$ cat src/rtl/nfc_buf_pkg.sv
//==============================================================================
// nfc_buf_pkg -- shared state encoding and width defaults for the buffer ctrl
// rev 1.0
//==============================================================================
`default_nettype none

package nfc_buf_pkg;

   localparam int DEF_ADDR_A_WIDTH = 14;
   localparam int DEF_ADDR_B_WIDTH = 13;
   localparam int HW_WIDTH         = 16;
   localparam int WORD_WIDTH       = 32;

   typedef enum logic [1:0] {
      ST_IDLE  = 2'd0,
      ST_RUN   = 2'd1,
      ST_DRAIN = 2'd2
   } buf_state_t;

endpackage

`default_nettype wire

$ cat src/rtl/buf_skid_fifo.sv
//==============================================================================
// buf_skid_fifo -- 2-entry output FIFO holding {last, word} read results
// rev 1.0
//==============================================================================
`default_nettype none

module buf_skid_fifo
   import nfc_buf_pkg::*;
#(
   parameter int WIDTH = WORD_WIDTH + 1
) (
   input  logic             clk,
   input  logic             rst_n,
   input  logic             flush,
   input  logic             push,
   input  logic [WIDTH-1:0] push_data,
   input  logic             pop,
   output logic             head_valid,
   output logic [WIDTH-1:0] head_data,
   output logic [1:0]       count
);

   logic [WIDTH-1:0] mem [2];
   logic             wr_idx;
   logic             rd_idx;

   // The caller guarantees push never hits a full FIFO and pop never an empty one.
   always_ff @(posedge clk or negedge rst_n) begin
      if (!rst_n) begin
         mem[0] <= '0;
         mem[1] <= '0;
         wr_idx <= 1'b0;
         rd_idx <= 1'b0;
         count  <= 2'd0;
      end else if (flush) begin
         wr_idx <= 1'b0;
         rd_idx <= 1'b0;
         count  <= 2'd0;
      end else begin
         if (push) begin
            mem[wr_idx] <= push_data;
            wr_idx      <= ~wr_idx;
         end
         if (pop) begin
            rd_idx <= ~rd_idx;
         end
         count <= count + {1'b0, push} - {1'b0, pop};
      end
   end

   assign head_valid = (count != 2'd0);
   assign head_data  = mem[rd_idx];

endmodule

`default_nettype wire

$ cat src/rtl/sdpram_buf_ctrl.sv
//==============================================================================
// sdpram_buf_ctrl -- packs a halfword stream into 32-bit words via external SDP RAM
// rev 1.0
//==============================================================================
`default_nettype none

module sdpram_buf_ctrl
   import nfc_buf_pkg::*;
#(
   parameter int ADDR_A_WIDTH = DEF_ADDR_A_WIDTH,
   parameter int ADDR_B_WIDTH = DEF_ADDR_B_WIDTH
) (
   input  logic                    clk,
   input  logic                    rst_n,
   input  logic                    start,
   input  logic [ADDR_B_WIDTH:0]   xfer_words,
   input  logic                    abort,
   output logic                    busy,
   output logic                    done,
   input  logic                    in_valid,
   output logic                    in_ready,
   input  logic [HW_WIDTH-1:0]     in_data,
   output logic                    ram_ena,
   output logic [ADDR_A_WIDTH-1:0] ram_addra,
   output logic [HW_WIDTH-1:0]     ram_dina,
   output logic                    ram_enb,
   output logic [ADDR_B_WIDTH-1:0] ram_addrb,
   input  logic [WORD_WIDTH-1:0]   ram_doutb,
   output logic                    out_valid,
   input  logic                    out_ready,
   output logic [WORD_WIDTH-1:0]   out_data,
   output logic                    out_last
);

   localparam int LVL_W = ADDR_A_WIDTH + 1;
   localparam int CNT_W = ADDR_B_WIDTH + 1;
   localparam logic [LVL_W-1:0] LEVEL_MAX = {1'b1, {ADDR_A_WIDTH{1'b0}}};

   buf_state_t              state;
   logic [CNT_W-1:0]        len;
   logic [CNT_W-1:0]        issued;
   logic [LVL_W-1:0]        hw_cnt;
   logic [LVL_W-1:0]        level;
   logic [LVL_W-1:0]        hw_target;
   logic [ADDR_A_WIDTH-1:0] wr_ptr;
   logic [ADDR_B_WIDTH-1:0] rd_ptr;
   logic                    inflight;
   logic                    inflight_last;
   logic                    done_r;

   logic                    accept;
   logic                    rd_issue;
   logic                    pop;
   logic                    pop_last;
   logic                    fifo_valid;
   logic [WORD_WIDTH:0]     fifo_head;
   logic [1:0]              fifo_cnt;

   assign hw_target = {len, 1'b0};
   assign in_ready  = (state == ST_RUN) && (level < LEVEL_MAX) && (hw_cnt < hw_target);
   assign accept    = in_valid && in_ready;

   // Reads in flight count against FIFO space so the capture never overflows.
   assign rd_issue  = (state != ST_IDLE) && (level >= LVL_W'(2)) && (issued < len) &&
                      (({1'b0, fifo_cnt} + {2'b00, inflight}) < 3'd2);

   assign pop       = fifo_valid && out_ready;
   assign pop_last  = pop && fifo_head[WORD_WIDTH];

   assign ram_ena   = accept;
   assign ram_addra = wr_ptr;
   assign ram_dina  = accept ? in_data : '0;
   assign ram_enb   = rd_issue;
   assign ram_addrb = rd_ptr;
   assign out_valid = fifo_valid;
   assign out_data  = fifo_head[WORD_WIDTH-1:0];
   assign out_last  = fifo_valid && fifo_head[WORD_WIDTH];
   assign busy      = (state != ST_IDLE);
   assign done      = done_r;

   buf_skid_fifo #(
      .WIDTH (WORD_WIDTH + 1)
   ) u_fifo (
      .clk        (clk),
      .rst_n      (rst_n),
      .flush      (abort),
      .push       (inflight),
      .push_data  ({inflight_last, ram_doutb}),
      .pop        (pop),
      .head_valid (fifo_valid),
      .head_data  (fifo_head),
      .count      (fifo_cnt)
   );

   always_ff @(posedge clk or negedge rst_n) begin
      if (!rst_n) begin
         state         <= ST_IDLE;
         len           <= '0;
         issued        <= '0;
         hw_cnt        <= '0;
         level         <= '0;
         wr_ptr        <= '0;
         rd_ptr        <= '0;
         inflight      <= 1'b0;
         inflight_last <= 1'b0;
         done_r        <= 1'b0;
      end else if (abort) begin
         state         <= ST_IDLE;
         issued        <= '0;
         hw_cnt        <= '0;
         level         <= '0;
         wr_ptr        <= '0;
         rd_ptr        <= '0;
         inflight      <= 1'b0;
         inflight_last <= 1'b0;
         done_r        <= 1'b0;
      end else begin
         done_r        <= 1'b0;
         inflight      <= rd_issue;
         inflight_last <= rd_issue && (issued == len - CNT_W'(1));
         if (accept) begin
            wr_ptr <= wr_ptr + 1'b1;
            hw_cnt <= hw_cnt + 1'b1;
         end
         if (rd_issue) begin
            rd_ptr <= rd_ptr + 1'b1;
            issued <= issued + 1'b1;
         end
         level <= level + LVL_W'(accept) - (rd_issue ? LVL_W'(2) : LVL_W'(0));

         case (state)
            ST_IDLE: begin
               if (start) begin
                  if (xfer_words == '0) begin
                     done_r <= 1'b1;
                  end else begin
                     state  <= ST_RUN;
                     len    <= xfer_words;
                     issued <= '0;
                     hw_cnt <= '0;
                     level  <= '0;
                     wr_ptr <= '0;
                     rd_ptr <= '0;
                  end
               end
            end
            ST_RUN: begin
               if (accept && (hw_cnt + 1'b1 == hw_target)) begin
                  state <= ST_DRAIN;
               end
            end
            ST_DRAIN: begin
               if (pop_last) begin
                  state  <= ST_IDLE;
                  done_r <= 1'b1;
               end
            end
            default: state <= ST_IDLE;
         endcase
      end
   end

endmodule

`default_nettype wire

$ cat config.mk
export PLATFORM = sky130hd
export DESIGN_NAME = sdpram_buf_ctrl
export DESIGN_NICKNAME = d
export VERILOG_FILES = /design/src/rtl/nfc_buf_pkg.sv /design/src/rtl/buf_skid_fifo.sv /design/src/rtl/sdpram_buf_ctrl.sv
export SDC_FILE = /design/constraint.sdc
export NUM_CORES = 1
export LEC_CHECK = 0
export CORE_MARGIN = 3
export CORE_UTILIZATION = 35
export CTS_BUF_LIST = sky130_fd_sc_hd__clkbuf_4 sky130_fd_sc_hd__clkbuf_8
export CTS_CLUSTER_DIAMETER = 30
export DETAILED_ROUTE_END_ITERATION = 6
export PLACE_DENSITY_LB_ADDON = 0.08
export SLEW_MARGIN = 20
export SYNTH_ARGS = -nofsm -noshare
export SYNTH_HDL_FRONTEND = slang
export SYNTH_SLANG_ARGS = --single-unit
export TNS_END_PERCENT = 20
$ cat constraint.sdc
create_clock -name clk -period 6 [get_ports clk]
set_clock_uncertainty 0.2 [all_clocks]
set_input_delay 1.8 -clock clk [delete_from_list [all_inputs] [get_ports clk]]
set_output_delay 1.8 -clock clk [all_outputs]
set_load 0.03 [all_outputs]
## Yosys cells after proc, flatten, opt, wreduce, memory -nomap -nowiden

Cells that the tools add are included.

- Register bits: 160
- Input port bits: 68
- Output and inout port bits: 82
- Logic and storage cells: 118

- Add/subtract/negate cells: 10
- Magnitude comparators: 8
- Equality and inequality tests: 8
- Mux-type cells: 50
- Bitwise operators: 6
- Reduce and logical (&&, ||, !) cells: 21

Operators with widths:

| kind | number |
|---|---|
| $mux 14 | 10 |
| $mux 15 | 9 |
| $mux 33 | 4 |
| $bwmux 66 | 1 |
| $mux 13 | 5 |
| $demux 33 s1 | 1 |
| $add 14x1->14 const B | 2 |
| $mux 16 | 1 |
| $add 15x1->15 | 1 |
| $add 15x1->15 const B | 1 |
| $eq 15x15->1 | 1 |
| $ge 15x2->1 const B | 1 |
| $lt 15x15->1 | 1 |
| $lt 15x15->1 const B | 1 |
| $sub 15x2->15 | 1 |
| $eq 14x14->1 | 1 |
| $logic_not 14->1 | 1 |
| $lt 14x14->1 | 1 |
| $mux 2 | 7 |
| $sub 14x1->14 const B | 1 |
| $add 13x1->13 const B | 1 |
| $logic_and 1x1->1 | 12 |
| $mux 1 | 10 |
| $ne 3x3->1 const B | 3 |
| other kinds (17) | 26 |

## Longest topological paths before layout

Gate-level depths: netlist of the first run.

- Word-level depth: 10
- Gate-level depth with buffers: 22
- Gate-level depth less buffers: 18

## Cells and area by module

Synthesis of the first run repeated with hierarchy kept, for this count alone.

- Cell total of the unflattened synthesis: 969
- Area, all modules: 9771.9 um^2

Modules (own cells, without submodules):

| module | instances | cells each | area each (um^2) | sequential area each (um^2) |
|---|---|---|---|---|
| sdpram_buf_ctrl | 1 | 776 | 6686.4 | 2252.2 |
| buf_skid_fifo | 1 | 193 | 3085.5 | 1751.7 |

## Worst setup path before layout of the first run

Ideal clock, no wire load.

- Path type: input port to output port
- From: in in_valid
- To: out ram_dina[10]
- Arrival time: 3.215 ns
- Data required time: 4.000 ns
- Slack: 0.785 ns
- Cell stages on the path: 5
- Path buffers: 1
- Cell sequence: inv_1 -> or3_4 -> clkinv_1 -> clkbuf_1 -> and2_1

- Longest elaborated chain between the ends: 2

RTL lines:

| item | line | source |
|---|---|---|
| from (decl) | sdpram_buf_ctrl.sv:20 | `input logic in_valid,` |
| $logic_and 1x1->1 | sdpram_buf_ctrl.sv:61 | `assign accept = in_valid && in_ready;` |
| via ram_ena | sdpram_buf_ctrl.sv:23 | `output logic ram_ena,` |
| $mux 16 | sdpram_buf_ctrl.sv:72 | `assign ram_dina = accept ? in_data : '0;` |
| to (decl) | sdpram_buf_ctrl.sv:25 | `output logic [HW_WIDTH-1:0] ram_dina,` |

The timed path passes the listed nets, and every way through them passes these cells.

## Final worst setup path of the first run

- From: in in_valid
- To: out ram_dina[15]

- Longest elaborated chain between the ends: 2

RTL lines:

| item | line |
|---|---|
| $logic_and 1x1->1 | sdpram_buf_ctrl.sv:61 |
| $mux 16 | sdpram_buf_ctrl.sv:72 |

Every way passes these cells.

==> summary.txt, run 1 <==
Status
  – Status: finished clean

Finish
  – Share of layout cells above drive strength 1: 0.152
  – Final #Nets: roughly 1200
  – Fill cell count: ~2500
  – P&R area growth vs syn: 24.1%
  – N_diodes: 0

Route
  – Vias: approximately 7500
  – Drt pass-1 iters: 4
  – Total Wirelength: 24200 um
  – 1st-iter DRT viols: about 480
  – Antenna Violating Nets Remaining: 0
  – Drt wl/cell: between 15 and 20 um
  – Via density: 5.21
  – Remaining DRCs: 0

Place
  – Place WS: ~0.20 ns
  – Port bufs: around 150
  – Dpl hpwl: about 17000 um
  – GP Congestion: around 0.84

Die
  – DIE HEIGHT: between 150 and 200 um
  – Die area: between 0.02 and 0.03 mm^2
  – Core area: about 0.026 mm^2
  – Initial Util: 0.361
  – Die Wd: between 150 and 200 um
  – Ports: 150
  – Rows: a little under 60

Global routing
  – First-pass GRT wire length: 39300 um
  – Total grt overflow: 0
  – Antenna violations before repair: 0
  – GRT Util Overall: 0.167
  – Largest net degree at the start of global routing: 84
  – Vias in the first global route: approximately 7400

CTS
  – Root Driver: clkbuf_8
  – Worst-case clock buffer depth: 2
  – Number of gates resized after CTS: 0
  – Hold Buf Count CTS: 0
  – Sink Count: 160
  – Clk Latency, worst-skew pair: roughly 0.47 ns
  – Setup bufs post-CTS: 0
  – Reg clk slew, reported paths: around 0.090 ns
  – CTS tree: done
  – H-tree level count: 4
  – Cts bufs inserted: 17

Pwr
  – Maximum VDD drop: between 0.15 and 0.2 mV
  – PwrDens: just over 400 mW/mm^2
  – Static Leakage: around 5 nW

Worst setup path
  – Reg-to-reg startpoint: len[13]
  – Crit. End Element: output pin
  – R2R Setup Slk: between 0.8 and 0.9 ns
  – CP Class: primary input to output pin
  – Worst setup SP type: primary input
  – Worst reg2reg endpoint: level[13]
  – Arrival time worst endpoint: roughly 3.8 ns
  – FF-to-FF path depth: 18
  – Critical Path Fanout Max: 11
  – Start point of the critical path: in_valid
  – Req. time, crit path: 4.00 ns

Yosys
  – Synth top area share: 0.420
  – Mapped Area: between 0.009 and 0.01 mm^2
  – Main flop type after synthesis: dfrtp_1
  – Asr flop ratio synth: 1.00
  – Netlist cell types: between 70 and 80
  – Post-synth EDFFs: 0
  – Avg Inst Size Synth: between 10 and 15 um^2
  – Synth Net Count: approximately 1100
  – Synthesis-stage register bit count: 160
  – Synth top area cells: dfrtp_1, mux2_2, ha_1, xnor2_1, nand2_1
  – Yosys warns: 0
  – Seq/Total Area, Yosys: 0.420
  – Syn Inst Count: 952
  – Cell taking the most area after synthesis: dfrtp_1

Timing
  – Final Cycle Share: 0.963
  – Fmax achieved: around 0.17 GHz
  – Max-slew violation count: 0
  – Unrepaired setup endpoints after global routing: no
  – Post-route setup slack: roughly 0.22 ns
  – Least-Margin Pin Slew: ~0.77 ns
  – Hold Fails Final Rpt: 0
  – Crit path time final: 5.78 ns
  – Setup TNS: 0 ns
  – Final setup viols: 0
  – Worst relative slew slack: 0.486

Job
  – Max-cap violations: 0

Hold path
  – Min-delay src: u_fifo.mem[14]
  – Hold WC Path Type: flop to flop
  – Hold Path Sink: u_fifo.mem[14]
  – Hold depth: 1
-- logic make-up (layout without fill, tap and decap cells) --
family,Yosys count,after routing,share of synthesized area
and+or+nand+nor,304,304,0.171
AOI/OAI and AO/OA,170,170,0.115
DFF,160,160,0.420
muxes,105,105,0.123
buffers and inverters,95,252,0.0400
adders and majority gates,59,59,0.0774
xor gates and xnor gates,59,59,0.0542
-- placed cells by master, fill, tap and decap left out, types with 17 or more instances in the layout --
cell / n
clkdlybuf4s50_1: 148
xnor2_1: 38
a21oi_1: 44
nand4_1: 27
mux2_2: 98
and2_1: 22
or3_1: 21
clkbuf_8: 17
xor2_1: 21
dfrtp_1: 160
inv_1: 54
nor2_1: 58
ha_1: 59
o21ai_0: 50
nand3_1: 18
nand2_1: 71
-- flip-flops by register name, summed over array words and instances, names as in the netlist --
register	cells
u_fifo.wr_idx	1
u_fifo.rd_idx	1
ram_addrb	13
len	14
hw_cnt	15
state	2
done	1
u_fifo.count	2
level	15
u_fifo.mem	66
inflight	1
issued	14
inflight_last	1
ram_addra	14
-- layout make-up --
type / instances / area (um^2) / share of cell area
Multi-Input combinational cell: 697 / 5170 / 0.437
Sequential cell: 160 / 4000 / 0.338
Timing Repair Buffer: 164 / 1620 / 0.137
Tap cell: 335 / 419 / 0.0354
Clock buffer: 17 / 234 / 0.0198
Inverter: 56 / 210 / 0.0178
Clock inverter: 15 / 185 / 0.0156
-- synth_stat cells, drive strengths merged (19+ instances only) --
master	count
nor2	58
mux2	98
xnor2	38
nand2	71
and2	22
inv	55
a21oi	45
clkbuf	22
xor2	21
nand3	19
nand4	28
o21ai	53
ha	59
or3	24
dfrtp	160
-- worst max path at each step --
stage / end / slack [ns]
3_5_place_dp: ram_dina[5] / 0.20
3_3_place_gp: ram_dina[3] / 0.23
2_1_floorplan: ram_dina[10] / 0.78
4_1_cts: ram_dina[15] / 0.20
6_report: ram_dina[15] / 0.22
5_1_grt: ram_dina[15] / 0.10
-- routing by layer --
layer | wire length, um | vias up | global-route usage
met4 | 418 | 0 | 0.0511
met2 | 10400 | 187 | 0.254
met1 | 12200 | 3590 | 0.238
met5 | 0 | - | 0
met3 | 1230 | 24 | 0.0356
li1 | - | 3725 | -
-- stage by stage --
step	power (mW)	instance area [um^2]	cells	util	hold slack, ns
after floorplan	3.32	9540	952	-	0.274
after global placement	4.10	11400	1412	0.432	0.280
after detailed placement	4.10	11400	1412	0.432	0.288
after CTS	4.97	11800	1444	0.448	0.314
after global routing	5.30	11800	1444	0.448	0.329
final	4.92	11800	1444	0.448	0.310
-- power by group --
group / internal [mW] / total [mW] / switching (mW)
clock: 0.323 / 0.839 / 0.516
sequential: 1.37 / 1.60 / 0.229
combinational: 1.15 / 2.48 / 1.33
-- critical path: stages --
cell and delay [ns]:
clkdlybuf4s50_1 0.45, inv_1 0.09, or3_4 0.40, clkinv_1 0.07, buf_4 0.17, and2_1 0.15
clkdlybuf4s50_1 0.66
Note: power is estimated with default switching activity, not from simulation.
==> run 2, diff against run 1 <==
--- a/config.mk
+++ b/config.mk
@@ -5,8 +5,9 @@
 export SDC_FILE = /design/constraint.sdc
 export NUM_CORES = 1
 export LEC_CHECK = 0
+export CAP_MARGIN = 30
 export CORE_MARGIN = 3
-export CORE_UTILIZATION = 35
+export CORE_UTILIZATION = 45
 export CTS_BUF_LIST = sky130_fd_sc_hd__clkbuf_4 sky130_fd_sc_hd__clkbuf_8
 export CTS_CLUSTER_DIAMETER = 30
 export DETAILED_ROUTE_END_ITERATION = 6
==> constraint.sdc (replaced) <==
create_clock -name clk -period 6 [get_ports clk]
set_clock_uncertainty 0.2 [all_clocks]
set_input_delay 1.8 -clock clk [delete_from_list [all_inputs] [get_ports clk]]
set_output_delay 1.8 -clock clk [all_outputs]
set_load 0.1 [all_outputs]
==> summary.txt, run 2 (synthesis results as in run 1) <==
Route
  – 1st-iter DRT viols: around 500
  – Vias: between 7000 and 8000
  – Total Wirelength: about 23000 um
  – Via density: between 5 and 6
  – Drt pass-1 iters: 5
  – Remaining DRCs: 0
  – Drt wl/cell: ~16 um
  – Antenna Violating Nets Remaining: 0

CTS
  – Hold Buf Count CTS: 0
  – CTS tree: done
  – Worst-case clock buffer depth: 2
  – Clk Latency, worst-skew pair: 0.46 ns
  – Sink Count: between 150 and 200
  – Reg clk slew, reported paths: approximately 0.090 ns
  – H-tree level count: 4
  – Root Driver: clkbuf_8
  – Setup bufs post-CTS: 0
  – Number of gates resized after CTS: 0
  – Cts bufs inserted: 17

Place
  – Cell total after placement: ~1300
  – Port bufs: roughly 150
  – Post-DP Area: about 0.012 mm^2
  – GP Congestion: between 0.8 and 0.9
  – Dpl hpwl: ~17000 um

Hold path
  – Hold WC Path Type: flop to flop

Global routing
  – Global routing usage on met1: 0.283
  – GRT Util Overall: 0.207
  – Met2 usage: 0.335
  – Largest net degree at the start of global routing: 80
  – Met3 usage: 0.0479
  – Vias in the first global route: 7444
  – GR peak layer: met2
  – Antenna violations before repair: 0
  – First-pass GRT wire length: approximately 38000 um
  – Total grt overflow: 0

Finish
  – Final Util: 0.582
  – Design Area, Final: about 0.012 mm^2
  – P&R area growth vs syn: 25.4%
  – Number of flip-flops in the largest register: 66
  – Post-route non-filler standard cell count: about 1400
  – Most flop-heavy register: u_fifo.mem
  – N_diodes: 0
  – Commonest non-fill, non-tap cells in the layout: dfrtp_1, clkdlybuf4s50_1, mux2_2
  – Commonest non-fill, non-tap cell in the layout: dfrtp_1
  – Largest regs: u_fifo.mem (66), hw_cnt (15), level (15)
  – Share of layout cells above drive strength 1: 0.171
  – Final #Nets: 1224

Worst setup path
  – Max incr delay on CP: 0.45 ns
  – CP Class: primary input to output pin
  – Crit. End Element: output pin
  – Arrival time worst endpoint: between 3 and 4 ns
  – CP top delay family: buffers and inverters
  – Critical Path Fanout Max: 18
  – CP Cell Sequence: clkdlybuf4s50_1 -> inv_1 -> or3_4 -> clkinv_1 -> and2_1 -> buf_12
  – Worst setup SP type: primary input
  – CP max stage cell: clkdlybuf4s50_1
  – Critical path buffers and inverters: 4
  – Req. time, crit path: roughly 4 ns
  – R2R Setup Slk: 1.03 ns

Timing
  – Crit path time final: approximately 5.4 ns
  – Final Cycle Share: 0.901
  – Least-Margin Pin Slew: 1.02 ns
  – Hold Fails Final Rpt: 0
  – Fmax achieved: approximately 0.18 GHz
  – Max-slew violation count: 0
  – Worst relative slew slack: 0.317
  – Final setup viols: 0
  – Unrepaired setup endpoints after global routing: no
  – Setup TNS: 0 ns

Die
  – Core area: between 0.02 and 0.025 mm^2
  – DIE HEIGHT: approximately 150 um
  – Die area: ~0.023 mm^2
  – Rows: 52
  – Initial Util: 0.464
  – Ports: 150
  – Die Wd: 152 um

Pwr
  – PwrDens: between 400 and 500 mW/mm^2
  – Maximum VDD drop: between 0.15 and 0.2 mV
  – Static Leakage: around 5.1 nW

Status
  – Status: finished clean

Job
  – Max-cap violations: 0
run 2: power by group:
group	internal, mW	total, mW	switching, mW
combinational	1.17	3.45	2.28
clock	0.312	0.783	0.471
sequential	1.37	1.60	0.233
run 2: layout make-up:
class | instances | area [um^2]
fillers | 1855 | 8600
multi-input cells | 697 | 5170
flip-flops and latches | 160 | 4000
repair buffers | 165 | 1850
well taps | 270 | 338
clock buffers | 17 | 234
inverters | 56 | 210
clock inverters | 15 | 158
run 2: worst register-to-register path, cell delays in order (launching register included):
cell     delay (ns)
dfrtp_1        0.43
inv_1          0.12
ha_1           0.35
a22o_1         0.24
nor4_1         0.30
o21ai_1        0.15
a21oi_2        0.13
buf_4          0.17
and3_1         0.34
inv_2          0.26
ha_1           0.27
ha_1           0.31
o21ai_0        0.13
a21oi_1        0.12
and3_1         0.21
o31ai_1        0.37
o21ai_0        0.24
and2_1         0.22
a311o_1        0.31
run 2: per-layer routing:
| metal | wire, um | vias to the layer above | share of wire |
|---|---|---|---|
| met2 | 10400 | 204 | 0.46 |
| met1 | 10700 | 3647 | 0.47 |
| li1 | - | 3730 | - |
| met4 | 224 | 0 | 0.0098 |
| met5 | 0 | - | 0 |
| met3 | 1390 | 21 | 0.061 |
run 2: final timing paths:
| path | startpoint | endpoint | cells past startpoint |
|---|---|---|---|
| setup / recovery | in_valid | ram_dina[14] | 6 |
| hold / removal | u_fifo.mem[15] | u_fifo.mem[15] | 1 |
| setup reg to reg | len[13] | level[13] | 18 |
| hold reg to reg | u_fifo.mem[15] | u_fifo.mem[15] | 1 |
| max in group asynchronous | rst_n | issued[10] | 2 |
| min in group asynchronous | rst_n | u_fifo.mem[25] | 1 |
run 2: through the flow:
stage               total power [mW]  worst slack [ns]  hold slack [ns]
floorplan                       4.27             0.233            0.274
global placement                5.03             0.557            0.282
detailed placement              5.07             0.508            0.288
CTS                             5.88             0.561            0.311
global route                    6.23             0.292            0.324
finish                          5.83             0.593            0.308
